<file path="src/rtl/write_to_ddr3.sv">
// Ping-pong frame writer: drains 128-bit pixel words from a show-ahead FIFO and writes whole frames
// as Avalon-MM bursts into DDR3 buffer 0 or 1, flagging each buffer valid once its frame is complete.
module write_to_ddr3 #(
    parameter int IMAGE_WIDTH  = 1280,
    parameter int IMAGE_HEIGHT = 1024,
    parameter int BURST_LEN    = 4,
    parameter int USEDW_W      = 9
) (
    input  logic               ddr3_clk,
    input  logic               ddr3_reset_n,
    input  logic               enable,
    input  logic [25:0]        buffer0_offset,
    input  logic [25:0]        buffer1_offset,
    input  logic               clear_buffer0,
    input  logic               clear_buffer1,
    output logic               buffer0_valid,
    output logic               buffer1_valid,
    output logic               frame_done,
    input  logic [127:0]       src_fifo_rd_data,
    input  logic [USEDW_W-1:0] src_fifo_usedw,
    output logic               src_fifo_rd,
    input  logic               ddr3_avl_ready,
    output logic               ddr3_avl_burstbegin,
    output logic               ddr3_avl_write_req,
    output logic [25:0]        ddr3_avl_addr,
    output logic [2:0]         ddr3_avl_size,
    output logic [127:0]       ddr3_avl_wdata,
    output logic [15:0]        ddr3_avl_be
);

    localparam int WORDS  = (IMAGE_WIDTH * IMAGE_HEIGHT) >> 2;
    localparam int BURSTS = WORDS / BURST_LEN;
    localparam int BCNT_W = (BURSTS > 1) ? $clog2(BURSTS) : 1;

    localparam logic [2:0]         BURST_SIZE = 3'(BURST_LEN);
    localparam logic [2:0]         LAST_BEAT  = 3'(BURST_LEN - 1);
    localparam logic [BCNT_W-1:0]  LAST_BURST = BCNT_W'(BURSTS - 1);
    localparam logic [USEDW_W-1:0] MIN_USEDW  = USEDW_W'(BURST_LEN);
    localparam logic [25:0]        ADDR_STEP  = 26'(BURST_LEN);

    typedef enum logic [1:0] {
        ST_IDLE       = 2'd0,
        ST_WAIT_DATA  = 2'd1,
        ST_BURST      = 2'd2,
        ST_FRAME_DONE = 2'd3
    } state_t;

    state_t             state_r, state_s;
    logic               wr_sel_r, wr_sel_s;
    logic               valid0_r, valid0_s;
    logic               valid1_r, valid1_s;
    logic               burstbegin_r, burstbegin_s;
    logic               write_req_r, write_req_s;
    logic               frame_done_r, frame_done_s;
    logic [25:0]        addr_r, addr_s;
    logic [2:0]         size_r, size_s;
    logic [2:0]         beat_cnt_r, beat_cnt_s;
    logic [BCNT_W-1:0]  burst_cnt_r, burst_cnt_s;
    logic               set0_s, set1_s;
    logic               cur_valid_s;
    logic               beat_accept_s;

    assign beat_accept_s       = write_req_r & ddr3_avl_ready;
    assign cur_valid_s         = wr_sel_r ? valid1_r : valid0_r;

    assign src_fifo_rd         = beat_accept_s;
    assign ddr3_avl_wdata      = src_fifo_rd_data;
    assign ddr3_avl_be         = 16'hFFFF;
    assign ddr3_avl_burstbegin = burstbegin_r;
    assign ddr3_avl_write_req  = write_req_r;
    assign ddr3_avl_addr       = addr_r;
    assign ddr3_avl_size       = size_r;
    assign frame_done          = frame_done_r;
    assign buffer0_valid       = valid0_r;
    assign buffer1_valid       = valid1_r;

    // Next-state and next-register values for the frame writer.
    always_comb begin
        state_s      = state_r;
        wr_sel_s     = wr_sel_r;
        burstbegin_s = burstbegin_r;
        write_req_s  = write_req_r;
        frame_done_s = 1'b0;
        addr_s       = addr_r;
        size_s       = size_r;
        beat_cnt_s   = beat_cnt_r;
        burst_cnt_s  = burst_cnt_r;
        set0_s       = 1'b0;
        set1_s       = 1'b0;

        case (state_r)
            ST_IDLE: begin
                // A still-valid target buffer means the reader lags: hold rather than overwrite or skip.
                if (enable && !cur_valid_s) begin
                    addr_s      = wr_sel_r ? buffer1_offset : buffer0_offset;
                    size_s      = BURST_SIZE;
                    beat_cnt_s  = 3'd0;
                    burst_cnt_s = '0;
                    state_s     = ST_WAIT_DATA;
                end else begin
                    state_s = ST_IDLE;
                end
            end
            ST_WAIT_DATA: begin
                if (src_fifo_usedw >= MIN_USEDW) begin
                    burstbegin_s = 1'b1;
                    write_req_s  = 1'b1;
                    state_s      = ST_BURST;
                end else begin
                    state_s = ST_WAIT_DATA;
                end
            end
            ST_BURST: begin
                if (beat_accept_s) begin
                    burstbegin_s = 1'b0;
                    if (beat_cnt_r == LAST_BEAT) begin
                        write_req_s = 1'b0;
                        beat_cnt_s  = 3'd0;
                        if (burst_cnt_r == LAST_BURST) begin
                            frame_done_s = 1'b1;
                            state_s      = ST_FRAME_DONE;
                        end else begin
                            addr_s      = addr_r + ADDR_STEP;
                            burst_cnt_s = burst_cnt_r + BCNT_W'(1);
                            state_s     = ST_WAIT_DATA;
                        end
                    end else begin
                        beat_cnt_s = beat_cnt_r + 3'd1;
                    end
                end else begin
                    state_s = ST_BURST;
                end
            end
            ST_FRAME_DONE: begin
                if (wr_sel_r) begin
                    set1_s = 1'b1;
                end else begin
                    set0_s = 1'b1;
                end
                wr_sel_s = ~wr_sel_r;
                state_s  = ST_IDLE;
            end
            default: begin
                state_s = ST_IDLE;
            end
        endcase

        // Completion beats a simultaneous reader clear so a fresh frame is never lost.
        if (set0_s) begin
            valid0_s = 1'b1;
        end else if (clear_buffer0) begin
            valid0_s = 1'b0;
        end else begin
            valid0_s = valid0_r;
        end
        if (set1_s) begin
            valid1_s = 1'b1;
        end else if (clear_buffer1) begin
            valid1_s = 1'b0;
        end else begin
            valid1_s = valid1_r;
        end
    end

    // State and output registers; reset discards any partial frame.
    always_ff @(posedge ddr3_clk or negedge ddr3_reset_n) begin
        if (!ddr3_reset_n) begin
            state_r      <= ST_IDLE;
            wr_sel_r     <= 1'b0;
            valid0_r     <= 1'b0;
            valid1_r     <= 1'b0;
            burstbegin_r <= 1'b0;
            write_req_r  <= 1'b0;
            frame_done_r <= 1'b0;
            addr_r       <= 26'd0;
            size_r       <= 3'd0;
            beat_cnt_r   <= 3'd0;
            burst_cnt_r  <= '0;
        end else begin
            state_r      <= state_s;
            wr_sel_r     <= wr_sel_s;
            valid0_r     <= valid0_s;
            valid1_r     <= valid1_s;
            burstbegin_r <= burstbegin_s;
            write_req_r  <= write_req_s;
            frame_done_r <= frame_done_s;
            addr_r       <= addr_s;
            size_r       <= size_s;
            beat_cnt_r   <= beat_cnt_s;
            burst_cnt_r  <= burst_cnt_s;
        end
    end

endmodule

</file>
<file path="config.mk">
export PLATFORM = sky130hd
export DESIGN_NAME = write_to_ddr3
export DESIGN_NICKNAME = d
export VERILOG_FILES = /design/src/rtl/write_to_ddr3.sv
export SDC_FILE = /design/constraint.sdc
export NUM_CORES = 1
export LEC_CHECK = 0
export BUFFER_PORTS_ARGS = -buffer_cell sky130_fd_sc_hd__buf_4
export CAP_MARGIN = 20
export CORE_AREA = 10 10 138 140
export CTS_CLUSTER_DIAMETER = 60
export DETAILED_ROUTE_END_ITERATION = 10
export DIE_AREA = 0 0 148 150
export HOLD_SLACK_MARGIN = 0.08
export PLACE_DENSITY_LB_ADDON = 0.1
export SYNTH_ARGS = -nofsm -noshare
export SYNTH_HDL_FRONTEND = slang
export SYNTH_SLANG_ARGS = --single-unit
</file>
<file path="constraint.sdc">
create_clock -name ddr3_clk -period 2.2 [get_ports ddr3_clk]
set_input_delay 0.44 -clock ddr3_clk [delete_from_list [all_inputs] [get_ports ddr3_clk]]
set_output_delay 0.44 -clock ddr3_clk [all_outputs]
set_load 0.01 [all_outputs]
</file>
# Word level (Yosys, flattened, before mapping)

Cells that the tools add are included.

Logic and storage cells: 80
Bits in registers: 55
Output and inout bits: 179

Add/subtract/negate cells: 3
Muxes and demuxes: 40
Bitwise logic cells: 2
Reduce and logical (&&, ||, !) cells: 12
$lt $le $gt $ge: 1
Eq/ne operators: 11

Operator list:

| kind                                                               | number |
|---|---|
| two-way mux 26 bit                                                 | 5 |
| two-way mux 17 bit                                                 | 4 |
| case mux 26 bit (2 select lines)                                   | 1 |
| case mux 17 bit (2 select lines)                                   | 1 |
| adder 26 x 3 -> 26 bit (second input constant)                     | 1 |
| two-way mux 1 bit                                                  | 18 |
| adder 17 x 1 -> 17 bit (second input constant)                     | 1 |
| == test 17 bit (second input constant)                             | 1 |
| inequality test 2 bit (second input constant)                      | 5 |
| greater-or-equal comparator 9 x 3 -> 1 bit (second input constant) | 1 |
| two-way mux 3 bit                                                  | 3 |
| two-way mux 2 bit                                                  | 4 |
| case mux 2 bit (4 select lines)                                    | 1 |
| nonzero test 2 bit                                                 | 4 |
| case mux 3 bit (2 select lines)                                    | 1 |
| AND reduction 3 bit                                                | 2 |
| AND reduction 5 bit                                                | 1 |
| == test 2 bit (second input constant)                              | 2 |
| case mux 1 bit (2 select lines)                                    | 2 |
| AND reduction 4 bit                                                | 1 |
| adder 3 x 1 -> 3 bit (second input constant)                       | 1 |
| == test 3 x 2 -> 1 bit (second input constant)                     | 1 |
| inequality test 3 bit (second input constant)                      | 1 |
| == test 2 x 1 -> 1 bit (second input constant)                     | 1 |
| other kinds (6)                                                    | 6 |

# Logic depth before layout (Yosys ltp)

Depth after elaboration: 5
Depth in mapped cells: 9

# Worst setup path after synthesis

OpenSTA, ideal clock, no wires.

Kind: register -> register
Start point: register burst_cnt_r[0]
End point: register addr_r[11], in the netlist ddr3_avl_addr[11]
Library setup time: 121 ps
Buffers on the path: 2
Arrival: 1891 ps
Setup slack: 188 ps
Cell stages (with the launch flop): 9
Cell sequence: dfrtp_1 > ha_1 > nand4_1 > or4_1 > buf_2 > o211ai_2 > buf_6 > a21oi_1 > o22a_1

Word-level cells in the longest chain between the ends: 3

RTL lines:

| what                            | RTL line | RTL |
|---|---|---|
| start: declaration              | 58       | `logic [BCNT_W-1:0] burst_cnt_r, burst_cnt_s;` |
| start signal: assignment        | 190      | `burst_cnt_r <= burst_cnt_s;` |
| == test 17 bit                  | 119      | `if (burst_cnt_r == LAST_BURST) begin` |
| inequality test 2 bit (no line) | -        |  |
| AND reduction 5 bit (no line)   | -        |  |
| end signal: assignment          | 187      | `addr_r <= addr_s;` |
| end: declaration                | 55       | `logic [25:0] addr_r, addr_s;` |

No other way between the ends.
A chain may end at the register's enable or synchronous reset.

# Worst setup path after layout

Start point: register burst_cnt_r[1]
End point: register addr_r[8], in the netlist ddr3_avl_addr[8]

Same word-level chain as after synthesis.

==> run_results.csv <==
group,metric,value,unit
sta,slew_viol_final,0,
status,outcome,"completed",
pwr,power_switching,2360,uW
setup_path,path_max_fanout,8,
sta,relSlewSlack,48.6,%
final_layout,layout_common_cells,"122 x buf_4, 55 x dfrtp_1, 47 x nand2_1, 35 x o21ai_0, 29 x a21oi_1",
floorplanning,io_pins,374,
setup_path,cpMaxStageDelayCell,"or4_4",
synthesis,syn_inst,536,
synthesis,synth_area_leader_cell,"dfrtp_1",
global_routing,antenna_found_initial,0,
place,pre_cts_slack,0.0379,ns
setup_path,path_delay_family,"simple AND/OR/NAND/NOR gates",
final_layout,regArea,1380,sq um
setup_path,cp_num_cells,7,
sta,worst_pin_slew,0.771,ns
clock_tree,clkSinkCount,55,
sta,fmaxAchievable,475,MHz
synthesis,synth_cell_types,53,
floorplanning,die_area,22200,sq um
global_routing,grt_pass1_wl,20.1,mm
detailed_routing,vias_per_cell,4.80,
floorplanning,num_rows,47,
clock_tree,cts_tree,"built",
setup_path,path_buf_inv,1,
global_routing,grt_overflow,0,
global_routing,use_met1,13.6,%
global_routing,grt_most_used_layer,"met2",
global_routing,use_met3,4.05,%
pwr,p_int,3130,uW
clock_tree,clock_path_buffers,2,
final_layout,final_nets,713,
sta,final.min_clock_period,2.11,ns
synthesis,yosysWarnings,0,
clock_tree,cts_root_buf,"clkbuf_16",
pwr,p_sw_share,42.9,%
place,place_area,4570,sq um
final_layout,finalNonFillerCells,736,
synthesis,synth.cell_area,4480,sq um
place,dp_hpwl,9.29,mm
pwr,vdd_drop_max,0.000337,V
clock_tree,cts-buffers-inserted,5,
detailed_routing,dr.pass1.iters,4,
synthesis,synth_edf_count,0,
sta,tns,0,ns
floorplanning,start_util,27.4,%
synthesis,synth.area.top_cells,"dfrtp_1 31%, buf_4 25%, nand2_1 3.9%",
synthesis,synth_seq_cells,55,
setup_path,rr_worst_depth,7,
global_routing,grt_max_degree,56,
synthesis,ys_seq_area_share,30.7,%
sta,fin_crit_sh,95.7,%
pwr,powerDensity,1150,nW/um^2
detailed_routing,wl,12.5,mm
setup_path,worstSetupStartpointType,"register",
place,place_inst,727,
detailed_routing,drt-initial-drc-count,298,
synthesis,async_reset_ff_share,100,%
final_layout,stdcell_area,4760,sq um
place,place_congestion,0.783,
setup_path,crit_arrival,2.29,ns
final_layout,antennaDiodeCount,0,
detailed_routing,route.detailed.drc,0,
synthesis,synthFlopType,"dfrtp_1",
pwr,leakage,0.00209,uW
sta,hold_violations,0,
final_layout,multiInputGateArea,1960,sq um
sta,grt_setup_unrepaired,"yes",
sta,setup_viol,0,
place,io_buffers,97,
final_layout,layout-drive-gt1-share,29.7,%
clock_tree,clkLatencyLatePin,0.29,ns
pwr,p_comb_share,55.1,%
final_layout,n_fill_cell,1805,
setup_path,reg2reg_to,"ddr3_avl_addr[8]$_DFFE_PN0P_",
clock_tree,ctsHoldBuffers,0,
final_layout,layout_commonest_cell,"buf_4",
pwr,p_seq_share,30.4,%
sta,hold_slack,0.195,ns
detailed_routing,wl_per_cell,17.0,microns
synthesis,synth_top_area_share,30.7,%
final_layout,syn2layout_area_growth,6.25,%
setup_path,r2r-start,"burst_cnt_r[1]$_DFFE_PN0P_",
setup_path,cp.required,2.39,ns
run,max_cap_viol_count,0,
synthesis,avgSynthCellArea,8.36,sq um
global_routing,use_met2,17.5,%
pwr,p_clk_share,14.5,%
setup_path,worst_setup_path_end_kind,"register",
setup_path,slowest_delay,0.54,ns
global_routing,track_usage,11.0,%
setup_path,reg2reg_slack,0.09,ns
detailed_routing,num_vias,3536,
sta,setup_slack,0.0936,ns
sta,skew,0.00526,ns
global_routing,grt_pass1_vias,3712,
clock_tree,htreeDepth,2,
clock_tree,clkTransAtPathRegs,0.07,ns
floorplanning,die_w,148,microns
floorplanning,die_h,150,microns
setup_path,crit_chain,"ha_2, nand4_1, or4_4, o211a_4, buf_12, and2_4, o22a_1",
setup_path,critical_path_class,"reg2reg",
min_path,hold_path.class,"in2async",
floorplanning,core_area,16300,sq um
detailed_routing,antenna_left,0,
-- final cells by class --
type / instances / share of cell area (%)
clock buffer: 7 / 2.78
clock inverter: 1 / 0.105
inverter: 5 / 0.394
multi-input combinational: 322 / 41.1
sequential: 55 / 28.9
tap: 220 / 5.78
timing repair buffer: 126 / 20.9
-- registers in the layout, summed over array words and instances, names as in the netlist --
signal,count
ddr3_avl_addr,26
burst_cnt_r,17
beat_cnt_r,3
state_r,2
buffer0_valid,1
buffer1_valid,1
ddr3_avl_burstbegin,1
ddr3_avl_size,1
ddr3_avl_write_req,1
frame_done,1
wr_sel_r,1
-- kinds of logic (layout without fill, tap and decap cells) --
| logic type | after synthesis | after routing | share of synthesized area (%) |
|---|---|---|---|
| buf+inv | 175 | 139 | 27.8 |
| mux | 23 | 23 | 5.33 |
| fa+ha+maj | 3 | 3 | 0.837 |
| flops | 55 | 55 | 30.7 |
| simple gates | 141 | 141 | 15.5 |
| xor+xnor | 1 | 1 | 0.195 |
| other cells | 2 | 18 | 0.168 |
| compound gates | 136 | 136 | 19.4 |
-- worst max-delay path by stage --
stage	from	end	slack, ns
final	burst_cnt_r[1]$_DFFE_PN0P_	ddr3_avl_addr[8]$_DFFE_PN0P_	0.09
after global routing	burst_cnt_r[1]$_DFFE_PN0P_	ddr3_avl_addr[8]$_DFFE_PN0P_	-0.008
after CTS	burst_cnt_r[1]$_DFFE_PN0P_	ddr3_avl_addr[11]$_DFFE_PN0P_	0.06
after detailed placement	beat_cnt_r[0]$_DFFE_PN0P_	burst_cnt_r[11]$_DFFE_PN0P_	0.04
after global placement	burst_cnt_r[1]$_DFFE_PN0P_	ddr3_avl_addr[11]$_DFFE_PN0P_	0.09
after floorplan	burst_cnt_r[0]$_DFFE_PN0P_	ddr3_avl_addr[11]$_DFFE_PN0P_	0.19
-- synthesized netlist by cell type (7+ instances only) --
cell type  instances
dfrtp_1           55
mux2_2             7
mux2i_1           16
o31ai_1           18
clkbuf_1           9
a31oi_1           11
nand3_1           22
nor2_1            22
a21oi_1           29
buf_4            148
nand2_1           47
o21ai_0           35
nor3_1             7
-- stage by stage --
| stage | util [%] | power [uW] |
|---|---|---|
| 5_1_grt | 29.1 | 5970 |
| 2_1_floorplan | - | 3710 |
| 4_1_cts | 28.9 | 5540 |
| 3_3_place_gp | 28.0 | 4680 |
| 3_5_place_dp | 28.0 | 4710 |
| 6_report | 29.1 | 5490 |
-- power by group through the flow --
stage	clock network [uW]	logic (uW)	registers (uW)
after floorplan	0	1980	1740
after global placement	0	3000	1680
after detailed placement	0	3030	1670
after CTS	840	3040	1670
after global routing	862	3390	1730
final	794	3020	1670
-- routing by layer --
metal,vias to the layer above,share of wire [%]
li1,1693,-
met1,1681,44
met3,22,8.6
met2,140,47
met5,-,0
met4,0,1.2
-- repair_timing --
action,CTS,global route
pin swaps,0,1
buffers inserted,0,1
endpoints found under the setup margin,1,26
resized for setup,1,6
Power figures use the tool's default switching activity.
